## src/rtl/instr_fetch_unit.sv

```systemverilog
// rtl/instr_fetch_unit.sv - PC holder and req/ack instruction fetch for the MIPS core
// Optional FETCH_PERF_EN adds retire_cnt and stall_cnt performance counters.
module instr_fetch_unit #(
   parameter logic [31:0] RESET_PC    = 32'h0000_0000,
   parameter logic [31:0] HALT_INSTR  = 32'hFC00_0000,
   parameter int          ACK_TIMEOUT = 16
) (
   input  logic        clk,
   input  logic        rst_n,
   input  logic [31:0] next_pc_in,
   input  logic        stall_in,
   output logic        imem_req,
   output logic [31:0] imem_addr,
   input  logic        imem_ack,
   input  logic [31:0] imem_rdata,
   output logic [31:0] instrn,
   output logic [5:0]  instrn_opcode,
   output logic [31:0] address_plus_4,
   output logic        instrn_valid,
   output logic        halted,
   output logic        misalign_err,
   output logic        fetch_err
`ifdef FETCH_PERF_EN
   ,
   output logic [31:0] retire_cnt,
   output logic [31:0] stall_cnt
`endif
);

   localparam int CW = $clog2(ACK_TIMEOUT + 1);

   typedef enum logic [2:0] {IDLE, REQ, WAIT, EXEC, HALT} state_t;

   state_t        state;
   logic [31:0]   pc;
   logic [CW-1:0] cnt;

   assign imem_addr      = pc;
   assign address_plus_4 = pc + 32'd4;
   assign instrn_opcode  = instrn[31:26];

   always_ff @(posedge clk) begin
      if (!rst_n) begin
         state        <= IDLE;
         pc           <= RESET_PC;
         instrn       <= '0;
         imem_req     <= 1'b0;
         instrn_valid <= 1'b0;
         halted       <= 1'b0;
         misalign_err <= 1'b0;
         fetch_err    <= 1'b0;
         cnt          <= '0;
      end else begin
         case (state)
            IDLE: begin
               state    <= REQ;
               imem_req <= 1'b1;
            end
            REQ, WAIT: begin
               if (imem_ack) begin
                  instrn   <= imem_rdata;
                  imem_req <= 1'b0;
                  cnt      <= '0;
                  // A halt word is captured but never presented as valid
                  if (imem_rdata == HALT_INSTR) begin
                     state  <= HALT;
                     halted <= 1'b1;
                  end else begin
                     state        <= EXEC;
                     instrn_valid <= 1'b1;
                  end
               end else if (state == REQ) begin
                  state <= WAIT;
                  cnt   <= CW'(1);
               end else if (cnt == CW'(ACK_TIMEOUT)) begin
                  state     <= HALT;
                  imem_req  <= 1'b0;
                  fetch_err <= 1'b1;
                  halted    <= 1'b1;
               end else begin
                  cnt <= cnt + 1'b1;
               end
            end
            EXEC: begin
               if (!stall_in) begin
                  instrn_valid <= 1'b0;
                  if (next_pc_in[1:0] != 2'b00) begin
                     state        <= HALT;
                     misalign_err <= 1'b1;
                     halted       <= 1'b1;
                  end else begin
                     pc       <= next_pc_in;
                     state    <= REQ;
                     imem_req <= 1'b1;
                  end
               end
            end
            HALT: begin
               state <= HALT;
            end
            default: begin
               state <= HALT;
               halted <= 1'b1;
            end
         endcase
      end
   end

`ifdef FETCH_PERF_EN
   always_ff @(posedge clk) begin
      if (!rst_n) begin
         retire_cnt <= '0;
         stall_cnt  <= '0;
      end else begin
         if (state == EXEC && !stall_in && next_pc_in[1:0] == 2'b00)
            retire_cnt <= retire_cnt + 32'd1;
         if (state == WAIT || (state == EXEC && stall_in))
            stall_cnt <= stall_cnt + 32'd1;
      end
   end
`endif

endmodule
```

## config.mk

```make
export PLATFORM = sky130hd
export DESIGN_NAME = instr_fetch_unit
export DESIGN_NICKNAME = d
export VERILOG_FILES = /design/src/rtl/instr_fetch_unit.sv
export SDC_FILE = /design/constraint.sdc
export NUM_CORES = 1
export LEC_CHECK = 0
export CORE_UTILIZATION = 45
export CTS_BUF_LIST = sky130_fd_sc_hd__clkbuf_4
export CTS_CLUSTER_DIAMETER = 100
export CTS_CLUSTER_SIZE = 24
export DETAILED_ROUTE_END_ITERATION = 10
export GPL_TIMING_DRIVEN = 0
export MAX_ROUTING_LAYER = met4
export PLACE_DENSITY = 0.83
export SETUP_SLACK_MARGIN = 0.1
export SYNTH_ARGS = -nofsm -noshare
export SYNTH_HDL_FRONTEND = slang
export SYNTH_SLANG_ARGS = --single-unit
```

## constraint.sdc

```tcl
create_clock -name clk -period 4.2 [get_ports clk]
set_input_delay 0.84 -clock clk [delete_from_list [all_inputs] [get_ports clk]]
set_output_delay 0.84 -clock clk [all_outputs]
set_load 0.02 [all_outputs]
```

==> metrics, run 1 <==
Worst Skew=12.9 ps; Critical Path Source=imem_addr[2]; min-delay src=instrn[15]; CP Launch Type=flop; Hold Crit Class=reg2reg; routability cong.=between 0.8 and 0.9; xor/xnor share of the synthesized area=0.0744; Combinational Power Share=0.389; drt wl/cell=14.4 microns; num ports=roughly 180; Reg clk slew, reported paths=approximately 120 ps; via/cell ratio=roughly 5.3; hold buffer count at CTS=0; post-route ant nets=0; All-Layer GR Usage=0.257; CTS tree=done; Worst Max-Slew Pin Slew=just over 600 ps; Rel. slew slack=0.589; Synth top cells by count=133 x nand2_1, 77 x dfxtp_1, 67 x a21oi_1; Setup Viol. Count Final=0; Net count, final=about 710; number of max-cap violations=0; min Tclk post-route=~3800 ps; Buffers on Ports=around 170; Yosys cell types=54; Die W=91.8 microns; Simple-Gate Fraction of Synth Area=0.282; post-synthesis compound-gate area fraction=0.144; Leak=a little under 2 nW; Adder-Cell Fraction of Synth Area=0.0103; Int Pwr=~1.5 mW; first-pass detailed-route iteration total=4; first-pass GRT wire length=16,900 microns; Root Buffer=clkbuf_4; Bufs on Longest Clock Path=2; vias in the first global route=around 3,700; Max Freq=~0.26 GHz; CP max FO=8; EDFF count, synth=0; NetSw=approximately 0.8 mW; pwr dens=slightly above 400 nW/um^2; total power=2.28 mW; WL final=approximately 11,000 microns; clock share of power=0.217; outcome=finished clean; R2R Path Start=state[1]; post-synth top area share=0.424; largest family of logic cells by synthesized area=simple AND/OR/NAND/NOR gates; largest net degree at the start of global routing=14; Tcrit/Tclk final=0.904; Post-Syn Instances=451; initial DRC count=about 160; vias=between 3,000 and 4,000; synthesized area per cell=approximately 8 sq um; asr flop ratio synth=0; Initial Utilization=0.468; Worst-Skew Late Latency=between 400 and 500 ps; Switching Share=0.351; Seq/Total Area, Yosys=0.424; Slew Viols, Final=0; setup tns final=0 ps; CTS Sinks=slightly below 80; Num CTS Buffers=9; Synth Register Bits=just under 80; Net Count, Synth=522; GR Overflow Total=0; most area-hungry cell type in the Yosys netlist=dfxtp_1; post-DP HPWL=around 8400 microns; Layout area overhead=55.5%; Crit Path Class=reg2out; mux cell area share after synthesis=0; Synth area leaders=dfxtp_1 42%, nand2_1 14%, a21oi_1 9.2%; Syn. warnings=0; die area=8430 sq um; Final Hold Fails=0; post-CTS setup buffer count=0; most used flip-flop cell after synthesis=dfxtp_1; fillers=roughly 600; core area=roughly 7800 sq um; Peak VDD IR=approximately 0.00028 V; layout cells sized above 1=0.0797; Ant. Diodes=0; initial antenna violation count=0; CTS H-tree lvls=3; FP Rows=32; Worst Path Required=roughly 3400 ps; # DRC=0; RSZ-0062 raised after global routing=false; top-count cell post-synth=nand2_1; die height=91.8 microns; Post-CTS Resized=0; post-synth design cell area=3630 sq um; sequential share of power=0.394; kind of end point of the critical path=output port; Crit path arrival time=roughly 3000 ps
[worst paths after layout]
kind	end	slack (ps)	cells past startpoint
worst max-delay path	address_plus_4[30]	400	6
worst min-delay path	instrn[15]	460	2
worst max register to register	imem_addr[16]	2510	7
worst min register to register	instrn[15]	460	2
[kinds of logic (layout without fill, tap and decap cells)]
family | Yosys count | in the layout
AOI/OAI and AO/OA | 90 | 90
adders and majority gates | 3 | 3
xor gates and xnor gates | 30 | 30
buffers and inverters | 42 | 231
DFF | 77 | 77
and+or+nand+nor | 209 | 209
[worst max-delay path, cell delays in order (launching register included)]
cell and delay (ps):
dfxtp_1 470, ha_1 240, and4_1 290, nor3b_2 560, nand3_1 170, xnor2_1 180, clkdlybuf4s50_1 630
[stage by stage]
step	util	setup WS [ps]	hold WS (ps)	std cells	cell area (sq um)
4_1_cts	0.727	427	462	742	5650
2_1_floorplan	-	1450	508	451	3630
3_5_place_dp	0.707	876	446	726	5490
6_report	0.727	401	461	742	5650
5_1_grt	0.727	268	476	742	5650
3_3_place_gp	0.707	893	441	726	5490
[sequential cells by signal (all words and copies together) (netlist names)]
| register | cells |
|---|---|
| instrn_valid | 1 |
| imem_req | 1 |
| misalign_err | 1 |
| instrn | 32 |
| cnt | 5 |
| fetch_err | 1 |
| halted | 1 |
| state | 3 |
| imem_addr | 32 |
[routing by layer]
layer | GRT usage | wire length (microns)
met5 | - | 0
met4 | 0.0938 | 163
met3 | 0.0390 | 688
met2 | 0.450 | 5280
met1 | 0.297 | 4550
[area by class of cell]
| cell class | count | area, sq um | share of cell area |
|---|---|---|---|
| flip-flops and latches | 77 | 1540 | 0.273 |
| plain buffers | 34 | 204 | 0.0361 |
| repair buffers | 173 | 1730 | 0.307 |
| clock buffers | 9 | 67.6 | 0.0120 |
| multi-input cells | 332 | 1860 | 0.329 |
| inverters | 8 | 30.0 | 0.00532 |
| clock inverters | 7 | 90.1 | 0.0159 |
| well taps | 102 | 128 | 0.0226 |
[power groups by stage]
stage | Sequential (mW) | Combinational, mW | Clock, mW
floorplan | 1.01 | 0.411 | 0
global placement | 0.907 | 0.861 | 0
detailed placement | 0.912 | 0.881 | 0
CTS | 0.897 | 0.884 | 0.502
global route | 0.910 | 0.955 | 0.534
finish | 0.898 | 0.885 | 0.494
[placed cells by master (no fill, tap or decap), drive strengths merged, types with 2 or more instances in the layout]
master,instances
buf,23
and3,9
nor2,7
nand3,13
clkinv,5
nand4,10
o21ai,2
inv,8
o31ai,3
nand2,134
ha,3
clkdlybuf4s50,173
a311oi,3
dfxtp,77
xnor2,26
nor4,5
and4,6
bufinv,2
a31oi,3
nand3b,2
or2,4
nand2b,2
clkbuf,20
or3,3
a21oi,67
xor2,4
nor4b,4
nor3,5
(Power assumes the default switching activity.)
==> run 2, diff against run 1 <==
--- a/config.mk
+++ b/config.mk
@@ -7,7 +7,6 @@
 export LEC_CHECK = 0
 export CORE_UTILIZATION = 45
 export CTS_BUF_LIST = sky130_fd_sc_hd__clkbuf_4
-export CTS_CLUSTER_DIAMETER = 100
 export CTS_CLUSTER_SIZE = 24
 export DETAILED_ROUTE_END_ITERATION = 10
 export GPL_TIMING_DRIVEN = 0
==> results of run 2 <==
No change in the layout: final DEF, timing and power equal those of run 1.
